`src/rtl/shift_pkg.sv`:
```
// Shared types and helpers for the register-specified shift sequencer.
//   shift_t      : shift operation encoding as it arrives from the decoder
//   seq_state_t  : sequencer FSM states
//   eff_amount() : clamps the raw 8-bit shift amount to the number of
//                  single-bit steps that actually change the result/carry
package shift_pkg;

  typedef enum logic [1:0] {
    SH_LSL = 2'b00,
    SH_LSR = 2'b01,
    SH_ASR = 2'b10,
    SH_ROR = 2'b11
  } shift_t;

  typedef enum logic [1:0] {
    S_IDLE,
    S_SHIFT,
    S_DONE
  } seq_state_t;

  // 33 single-bit logical shifts already push every data bit plus the
  // last carry out, so anything larger behaves identically.
  localparam logic [5:0] LSL_LSR_CLAMP = 6'd33;
  // After 32 arithmetic shifts the word is all sign bits and so is the carry.
  localparam logic [5:0] ASR_CLAMP     = 6'd32;

  function automatic logic [5:0] eff_amount(input shift_t op, input logic [7:0] amount);
    logic [5:0] eff;
    case (op)
      SH_LSL, SH_LSR: eff = (amount > {2'b00, LSL_LSR_CLAMP}) ? LSL_LSR_CLAMP : amount[5:0];
      SH_ASR:         eff = (amount > {2'b00, ASR_CLAMP})     ? ASR_CLAMP     : amount[5:0];
      default:        eff = {1'b0, amount[4:0]};  // rotation is modulo 32
    endcase
    return eff;
  endfunction

endpackage

```
`src/rtl/shift_step.sv`:
```
// One combinational shift step of 0..31 bits.
// Ports:
//   data     in  32  operand for this step
//   op       in  2   shift operation (shift_t)
//   k        in  5   bits to shift this step; 0 passes data through
//   data_out out 32  shifted operand
//   cout     out 1   last bit shifted out (0 when k==0)
module shift_step
  import shift_pkg::*;
(
  input  logic [31:0] data,
  input  shift_t      op,
  input  logic [4:0]  k,
  output logic [31:0] data_out,
  output logic        cout
);

  // Each logical/arithmetic shift is done on a 33-bit word with one extra
  // bit on the side the data leaves from, so the carry-out lands in that
  // extra bit with no variable bit-select.
  logic [32:0] lsl_ext;
  logic [32:0] lsr_ext;
  logic [32:0] asr_ext;
  logic [31:0] ror_res;

  assign lsl_ext = {1'b0, data} << k;
  assign lsr_ext = {data, 1'b0} >> k;
  assign asr_ext = $signed({data, 1'b0}) >>> k;
  assign ror_res = (data >> k) | (data << (6'd32 - {1'b0, k}));

  always_comb begin
    data_out = data;
    cout     = 1'b0;
    if (k != 5'd0) begin
      case (op)
        SH_LSL: begin
          data_out = lsl_ext[31:0];
          cout     = lsl_ext[32];
        end
        SH_LSR: begin
          data_out = lsr_ext[32:1];
          cout     = lsr_ext[0];
        end
        SH_ASR: begin
          data_out = asr_ext[32:1];
          cout     = asr_ext[0];
        end
        default: begin
          data_out = ror_res;
          cout     = ror_res[31];  // bit rotated out lands in the MSB
        end
      endcase
    end
  end

endmodule

```
`src/rtl/shift_seq_ctrl.sv`:
```
// Multi-cycle sequencer for shift-by-register instructions (LSL/LSR/ASR/ROR).
// The effective amount is consumed at most STEP bits per cycle; the result
// and ARM-style carry-out are held in DONE until the consumer takes them.
// Ports:
//   clk, rst_n           clock and synchronous active-low reset
//   flush                abort any in-flight operation
//   req_valid/req_ready  request handshake; req_type, req_amount, req_data,
//                        carry_in are sampled on accept
//   rsp_valid/rsp_ready  response handshake; rsp_data, rsp_carry result
//   busy                 high while an operation is in SHIFT or DONE
module shift_seq_ctrl
  import shift_pkg::*;
#(
  parameter int STEP  = 4,   // 1..16
  parameter int WIDTH = 32   // the carry rules assume 32
) (
  input  logic             clk,
  input  logic             rst_n,
  input  logic             flush,
  input  logic             req_valid,
  output logic             req_ready,
  input  logic [1:0]       req_type,
  input  logic [7:0]       req_amount,
  input  logic [WIDTH-1:0] req_data,
  input  logic             carry_in,
  output logic             rsp_valid,
  input  logic             rsp_ready,
  output logic [WIDTH-1:0] rsp_data,
  output logic             rsp_carry,
  output logic             busy
);

  localparam logic [5:0] STEP_REM = 6'(STEP);

  seq_state_t       state;
  shift_t           op_reg;
  logic [5:0]       rem_reg;
  logic [WIDTH-1:0] data_reg;
  logic             carry_reg;
  logic             rsp_valid_reg;
  logic             busy_reg;

  shift_t           req_op;
  logic [5:0]       eff;
  logic [4:0]       k;
  logic [WIDTH-1:0] step_data;
  logic             step_cout;

  assign req_op = shift_t'(req_type);
  assign eff    = eff_amount(req_op, req_amount);

  // Bits to shift this cycle: the remainder, capped at STEP.
  assign k = (rem_reg < STEP_REM) ? rem_reg[4:0] : STEP_REM[4:0];

  shift_step u_step (
    .data     (data_reg),
    .op       (op_reg),
    .k        (k),
    .data_out (step_data),
    .cout     (step_cout)
  );

  assign req_ready = (state == S_IDLE) && !flush;
  assign rsp_valid = rsp_valid_reg;
  assign busy      = busy_reg;
  assign rsp_data  = data_reg;
  assign rsp_carry = carry_reg;

  always_ff @(posedge clk) begin
    if (!rst_n) begin
      state         <= S_IDLE;
      op_reg        <= SH_LSL;
      rem_reg       <= '0;
      data_reg      <= '0;
      carry_reg     <= 1'b0;
      rsp_valid_reg <= 1'b0;
      busy_reg      <= 1'b0;
    end else if (flush) begin
      // The in-flight result is dropped; data/carry keep stale values but
      // are never presented as valid again.
      state         <= S_IDLE;
      rsp_valid_reg <= 1'b0;
      busy_reg      <= 1'b0;
    end else begin
      case (state)
        S_IDLE: begin
          if (req_valid) begin
            data_reg <= req_data;
            op_reg   <= req_op;
            rem_reg  <= eff;
            busy_reg <= 1'b1;
            if (eff == 6'd0) begin
              // Zero amount keeps the incoming carry; a nonzero rotate by a
              // multiple of 32 leaves data alone but reports bit 31.
              carry_reg     <= (req_op == SH_ROR && req_amount != 8'd0) ? req_data[WIDTH-1] : carry_in;
              state         <= S_DONE;
              rsp_valid_reg <= 1'b1;
            end else begin
              carry_reg <= carry_in;
              state     <= S_SHIFT;
            end
          end
        end
        S_SHIFT: begin
          data_reg  <= step_data;
          carry_reg <= step_cout;
          rem_reg   <= rem_reg - {1'b0, k};
          if (rem_reg == {1'b0, k}) begin
            state         <= S_DONE;
            rsp_valid_reg <= 1'b1;
          end
        end
        S_DONE: begin
          if (rsp_ready) begin
            state         <= S_IDLE;
            rsp_valid_reg <= 1'b0;
            busy_reg      <= 1'b0;
          end
        end
        default: begin
          state         <= S_IDLE;
          rsp_valid_reg <= 1'b0;
          busy_reg      <= 1'b0;
        end
      endcase
    end
  end

endmodule
```
`config.mk`:
```
export PLATFORM = sky130hd
export DESIGN_NAME = shift_seq_ctrl
export DESIGN_NICKNAME = d
export VERILOG_FILES = /design/src/rtl/shift_pkg.sv /design/src/rtl/shift_step.sv /design/src/rtl/shift_seq_ctrl.sv
export SDC_FILE = /design/constraint.sdc
export NUM_CORES = 1
export LEC_CHECK = 0
export ABC_AREA = 1
export CORE_MARGIN = 3
export CORE_UTILIZATION = 35
export CTS_CLUSTER_SIZE = 40
export DETAILED_ROUTE_END_ITERATION = 10
export GPL_TIMING_DRIVEN = 0
export PLACE_DENSITY = 0.62
export RECOVER_POWER = 50
export REMOVE_ABC_BUFFERS = 1
export SLEW_MARGIN = 20
export SYNTH_ARGS = -nofsm -noshare
export SYNTH_HDL_FRONTEND = slang
export SYNTH_SLANG_ARGS = --single-unit
```
`constraint.sdc`:
```
create_clock -name clk -period 3.6 [get_ports clk]
set_input_delay 0.72 -clock clk [delete_from_list [all_inputs] [get_ports clk]]
set_output_delay 0.72 -clock clk [all_outputs]
set_load 0.02 [all_outputs]
```
==> impl_metrics.toml, run 1 <==
[run_status]
status = "complete, no violations"

[job]
cap_viol_max_count = 0

[final_layout]
n_fill_cell = 1555
nNetsFinal = 1048
area_growth_pct = 23.57
final_cells = 1178
largest_reg_flops = 32
post-route-util = 0.4479
n_antenna_cell = 0
drive_gt1_frac = 0.04709

[setup_path]
cp.depth = 15
crit_path_start_kind = "flop"
cp.required_ns = 3.82
regToRegSetupSlack_ns = 0.26
cp-end-kind = "flop"
rr_worst_depth = 15
crit_arrival_ns = 3.55
r2r_end = "rsp_data[24]"
critPathSlowestCell = "ha_4"
path_cells = "nor2_2, nand2_4, nor2_8, inv_4, ha_4, clkinvlp_4, o21ai_0, nand2_1, nand2_1, inv_1, nand2_1, nand2_1, nand2_1, nand2_1, a21oi_1"
reg2reg_from = "rem_reg[4]"
cp_max_fo = 28
worst_path_most_repeated_cell = "nand2_1"
critical_path.max_stage_delay_ns = 0.49
worstSetupPathType = "flop to flop"
worst-path-buf-inv = 3
crit_family = "simple AND/OR/NAND/NOR gates"

[floorplan]
core_mm2 = 0.01404
dieArea_mm2 = 0.01603
initial_core_util = 0.3625
die_h_um = 126.6
core.rowCount = 43
pin_count = 84
die_w_um = 126.6

[sta]
rsz0062_at_grt = "false"
finalCritPeriodShare = 0.9266
worst_clock_skew_ns = 0.007817
relSlewSlack = 0.04859
hold_viol = 0
layout_min_cycle_time_ns = 3.336
max_freq_mhz = 299.8
drv_slew = 0
worst_pin_slew_ns = 1.426
setup-violations-final = 0

[power]
ir_drop_uv = 237.6
p_per_area_mw_per_mm2 = 397.8
total_power_w = 0.002502
p_leak_nw = 2.653

[global_route]
grt_pass1_wl_um = 30930
grt_max_degree = 49
grt_use_total = 0.2326
grt_pass1_vias = 6092
grt_overflow_total = 0
antenna_found_initial = 0

[routing]
drt_iter0_drc = 626
drt_wl_total_um = 19170
drc = 0
via_per_inst = 5.626
num_vias = 6627
antenna_left = 0
wl_per_cell_um = 16.27
drt_pass1_iterations = 6

[cts]
htreeDepth = 2
path_clk_slew_ns = 0.07
clk_latency_ns = 0.31
numClockSinks = 45
cts_buffers = 5
cts_hold_buf = 0
cts-root-buf = "clkbuf_16"
cts_tree = "built"
clock_path_buffers = 2

[place]
hpwlAfterDp_um = 13420
port_buffers = 83
dp_cells = 1163
finalWeightedCongestion = 0.9058

[logic_synthesis]
ys_types = 39
seq_area_frac_synth = 0.1770
synthCells = 953
syn_area_mm2 = 0.005090
synth.avg_cell_area_um2 = 5.341
synth-seq-cells = 45
ys_warn_count = 0

[hold_path]
hp-start = "busy"
holdPathStages = 2
min_path_type = "flop to flop"
hold_end = "busy"
==> layout make-up <==
type | count | area [um^2] | area share
Multi-Input combinational cell | 773 | 3712 | 0.5902
Timing Repair Buffer | 91 | 958.4 | 0.1524
Sequential cell | 45 | 900.9 | 0.1432
Inverter | 80 | 309.0 | 0.04913
Tap cell | 180 | 225.2 | 0.03581
Clock buffer | 6 | 138.9 | 0.02208
Clock inverter | 2 | 37.54 | 0.005968
Timing Repair inverter | 1 | 7.507 | 0.001194
==> cell usage after synthesis <==
master     instances  area [um^2]
nand2_1          297         1115
nor2_1           120        450.4
a21oi_1           71        355.3
nor3_1             4        20.02
a211oi_1           2        15.01
a21boi_0           1        7.510
o211ai_1          20        150.1
ha_1               3        37.54
buf_4              3        22.52
o21bai_1           3        22.52
nand4_1           18        112.6
nor2_8             1        20.02
o41ai_2            1        16.27
o21a_1             4        30.03
dfxtp_1           45        900.9
o221ai_1           7        61.31
nor2_4             1        11.26
conb_1             1        3.750
o21ai_0           75        375.4
buf_6              3        33.78
nand3b_1           3        22.52
o21ai_2            2        17.52
inv_2              7        26.28
nor3_4             1        16.27
inv_1             73        274.0
a31oi_1            9        56.30
nor2_2             4        25.02
a221oi_1           1        8.760
or2_2              1        6.260
nand3_1           80        400.4
xor2_1             1        8.760
o2111ai_1          5        43.79
o22ai_1           16        100.1
a21oi_4            1        16.27
buf_2             18        90.09
clkbuf_1          27        101.4
nand2_2            3        18.77
o21ai_1           14        70.07
buf_1              7        26.28
==> power by group <==
group / total [W] / internal [W] / switching (W) / leakage (nW)
Combinational: 0.00135 / 0.000447 / 0.000901 / 2.20
Clock: 0.000567 / 0.000347 / 0.000220 / 0.0831
Sequential: 0.000587 / 0.000538 / 0.0000496 / 0.369
==> cells in the final DEF, fill, tap and decap left out, types with 3 or more instances in the layout <==
cell / synthesis / routed
inv_2: 7 / 4
o21ai_1: 14 / 14
dfxtp_1: 45 / 45
clkdlybuf4s50_1: 0 / 47
o21bai_1: 3 / 3
nand3_1: 80 / 79
nor2_1: 120 / 117
nand4_1: 18 / 18
inv_1: 73 / 72
clkbuf_16: 0 / 5
nand3b_1: 3 / 3
clkinvlp_4: 0 / 3
a31oi_1: 9 / 9
o21ai_0: 75 / 75
o221ai_1: 7 / 7
o2111ai_1: 5 / 5
buf_16: 0 / 3
o21a_1: 4 / 4
nor2_4: 1 / 4
a21oi_1: 71 / 71
o211ai_1: 20 / 20
o22ai_1: 16 / 16
buf_4: 3 / 4
nor2_2: 4 / 5
nand2_1: 297 / 297
nor3_1: 4 / 4
dlygate4sd3_1: 0 / 36
==> how the worst max path moves through the flow <==
stage | startpoint | to | slack, ns
final | rem_reg[4] | rsp_data[24] | 0.26
after CTS | rem_reg[4] | rsp_data[24] | 0.02
after detailed placement | rem_reg[4] | rsp_data[24] | -0.96
after global routing | rem_reg[4] | rsp_data[29] | 0.02
after floorplan | rem_reg[4] | rsp_data[12] | -0.18
after global placement | state[0] | rsp_data[9] | -2.67
==> layer usage <==
metal | GRT usage | routed length, um | vias up
met3 | 0.03453 | 1692 | 32
li1 | - | - | 3287
met4 | 0.06372 | 323 | 0
met1 | 0.3219 | 8535 | 2982
met5 | 0 | 0 | -
met2 | 0.3773 | 8614 | 326
==> tightest hold or removal path, cell delays in order, from the launching register on <==
cell      delay (ns)
dfxtp_1         0.31
nand2_1         0.06
a21boi_0        0.06
==> kinds of logic (layout without fill, tap and decap cells) <==
group / after synthesis / after routing / share of synthesized area
simple gates: 533 / 534 / 0.4358
compound gates: 232 / 232 / 0.2645
buf+inv: 138 / 180 / 0.1128
flops: 45 / 45 / 0.1770
fa+ha+maj: 3 / 3 / 0.007375
other cells: 1 / 2 / 0.0007368
xor+xnor: 1 / 2 / 0.001721
==> stage by stage <==
stage | setup WS [ns] | setup TNS [ns] | instance area, um^2 | hold WS [ns]
2_1_floorplan | -0.1822 | -1.655 | 4820 | 0.4504
3_3_place_gp | -2.666 | -79.80 | 5876 | 0.4676
3_5_place_dp | -0.9562 | -22.15 | 6003 | 0.4693
4_1_cts | 0.02433 | 0 | 6232 | 0.4807
5_1_grt | 0.01558 | 0 | 6290 | 0.4961
6_report | 0.2643 | 0 | 6290 | 0.4723
==> repair_timing <==
action                     CTS  global route
gates resized for setup      6             3
pin swaps                    2             1
gates cloned                 1             2
setup buffers                1             3
setup endpoints to repair   32            24
Note: power is estimated with default switching activity, not from simulation.
==> run 2, diff against run 1 <==
--- a/config.mk
+++ b/config.mk
@@ -11,7 +11,7 @@
 export CTS_CLUSTER_SIZE = 40
 export DETAILED_ROUTE_END_ITERATION = 10
 export GPL_TIMING_DRIVEN = 0
-export PLACE_DENSITY = 0.62
+export PLACE_DENSITY = 0.52
 export RECOVER_POWER = 50
 export REMOVE_ABC_BUFFERS = 1
 export SLEW_MARGIN = 20
==> run 2 against run 1 <==
Via count fell by 2.0%. Final area rose by 0.26%. Clock skew barely moved. Sequential power barely moved. Die area did not move. Core utilization rose by 0.12 points. Setup slack improved by 0.14 ns.
==> impl_metrics.toml, run 2 (synthesis gave the netlist of run 1 again) <==
[power]
total_power_w = 0.002594
p_leak_nw = 2.657
ir_drop_uv = 181.4
p_per_area_mw_per_mm2 = 411.3

[final_layout]
area_growth_pct = 23.89
layout_common_cells = "nand2_1 (297), nor2_1 (117), nand3_1 (79)"
design_area_mm2 = 0.006306
nNetsFinal = 1046
n_fill_cell = 1580
post-route-util = 0.4491
drive_gt1_frac = 0.04719
mostFrequentLayoutCell = "nand2_1"
n_antenna_cell = 0
largest_reg_flops = 32

[global_route]
use_met1 = 0.3552
grt_overflow_total = 0
grt_busiest_layer = "met2"
gr-usage-met2 = 0.3954
grt_pass1_vias = 6108
grt_pass1_wl_um = 32690
use_met3 = 0.04505
grt_max_degree = 49
antenna_found_initial = 0
grt_use_total = 0.2496

[routing]
drc = 0
antenna_left = 0
via_per_inst = 5.525
num_vias = 6497
drt_iter0_drc = 622
drt_wl_total_um = 20380
drt_pass1_iterations = 5
wl_per_cell_um = 17.33

[cts]
clock_path_buffers = 2
cts_buffers = 5
cts_hold_buf = 0
clk_latency_ns = 0.31
cts-root-buf = "clkbuf_16"
path_clk_slew_ns = 0.07
htreeDepth = 2
numClockSinks = 45
cts_tree = "built"

[sta]
worst_pin_slew_ns = 0.9681
fin_tns_setup_ns = 0
setup-violations-final = 0
finalCritPeriodShare = 0.8865
hold_viol = 0
layout_min_cycle_time_ns = 3.191
max_freq_mhz = 313.3
relSlewSlack = 0.3539
worst_clock_skew_ns = 0.007777
rsz0062_at_grt = "false"
drv_slew = 0

[setup_path]
rr_worst_depth = 14
regToRegSetupSlack_ns = 0.41
worstSetupPathType = "flop to flop"
cp.required_ns = 3.85
cp-end-kind = "flop"
cp_max_fo = 28
crit_arrival_ns = 3.44
r2r_end = "rsp_data[28]"
crit_path_start_kind = "flop"
reg2reg_from = "rem_reg[4]"

[floorplan]
core_mm2 = 0.01404
die_w_um = 126.6
core.rowCount = 43
pin_count = 84
initial_core_util = 0.3625
die_h_um = 126.6
dieArea_mm2 = 0.01603

[place]
port_buffers = 83
finalWeightedCongestion = 0.8824
hpwlAfterDp_um = 14230
dpl_cell_area_mm2 = 0.005986

[hold_path]
min_path_type = "flop to flop"
hp-start = "rsp_valid"
holdPathStages = 2
hold_end = "rsp_valid"

[run_status]
status = "complete, no violations"

[job]
cap_viol_max_count = 0
## run 2: cell count changes in the layout (fill, tap and decap cells not counted), sizes merged
| cell | before | now |
|---|---|---|
| inv | 78 | 79 |
| clkinvlp | 3 | 2 |
| buf | 8 | 5 |
| bufinv | 1 | 2 |
## run 2: routing by layer
| layer | vias to the layer above | routed length, um | part of all wire |
|---|---|---|---|
| li1 | 3274 | - | - |
| met1 | 2961 | 9623 | 0.47 |
| met2 | 244 | 9103 | 0.45 |
| met3 | 18 | 1400 | 0.069 |
| met4 | 0 | 256 | 0.013 |
| met5 | - | 0 | 0 |
## run 2: critical path: stages (launching register included)
cell and delay (ns):
dfxtp_1 0.37, nor2_4 0.31, nand2_8 0.24, nor2_8 0.17
inv_2 0.24, ha_4 0.30, xor2_4 0.34, inv_2 0.24
o21ai_0 0.13, inv_1 0.06, a31oi_1 0.27, nand2_1 0.12
nand3_1 0.12, nand2_1 0.08, a21oi_1 0.12
## run 2: cell type report
| type | instances | area [um^2] | area share |
|---|---|---|---|
| inverters | 80 | 306.5 | 0.04861 |
| repair buffers | 89 | 934.6 | 0.1482 |
| clock inverters | 3 | 65.06 | 0.01032 |
| repair inverters | 1 | 7.507 | 0.001190 |
| flip-flops and latches | 45 | 900.9 | 0.1429 |
| multi-input cells | 773 | 3741 | 0.5933 |
| clock buffers | 5 | 125.1 | 0.01984 |
| well taps | 180 | 225.2 | 0.03571 |
## run 2: what timing repair did
action,in CTS,in global routing
cloned,3,0
setup endpoints to repair,33,21
resized for setup,7,5
pin swaps,2,1
setup buffers,2,1
## run 2: power by group
part / switching [W] / total (W) / internal [W] / leakage (nW)
Combinational: 0.000919 / 0.00137 / 0.000447 / 2.19
Sequential: 0.0000514 / 0.000589 / 0.000537 / 0.369
Clock: 0.000241 / 0.000639 / 0.000398 / 0.0938
## run 2: per-stage QoR
| stage | hold WS (ns) | instances | worst slack [ns] |
|---|---|---|---|
| after floorplan | 0.4504 | 896 | -0.1822 |
| after detailed placement | 0.4633 | 1162 | -1.110 |
| after global routing | 0.5065 | 1176 | 0.08796 |
| after global placement | 0.4644 | 1159 | -2.952 |
| final | 0.4676 | 1176 | 0.4086 |
| after CTS | 0.4821 | 1175 | 0.08101 |
## run 2: worst max path at each step
stage,from,to,slack (ns)
finish,rem_reg[4],rsp_data[28],0.41
global route,rem_reg[4],rsp_data[31],0.09
CTS,rem_reg[4],rsp_data[20],0.08
detailed placement,rem_reg[4],rsp_data[24],-1.11
global placement,state[0],rsp_data[9],-2.95
floorplan,rem_reg[4],rsp_data[12],-0.18
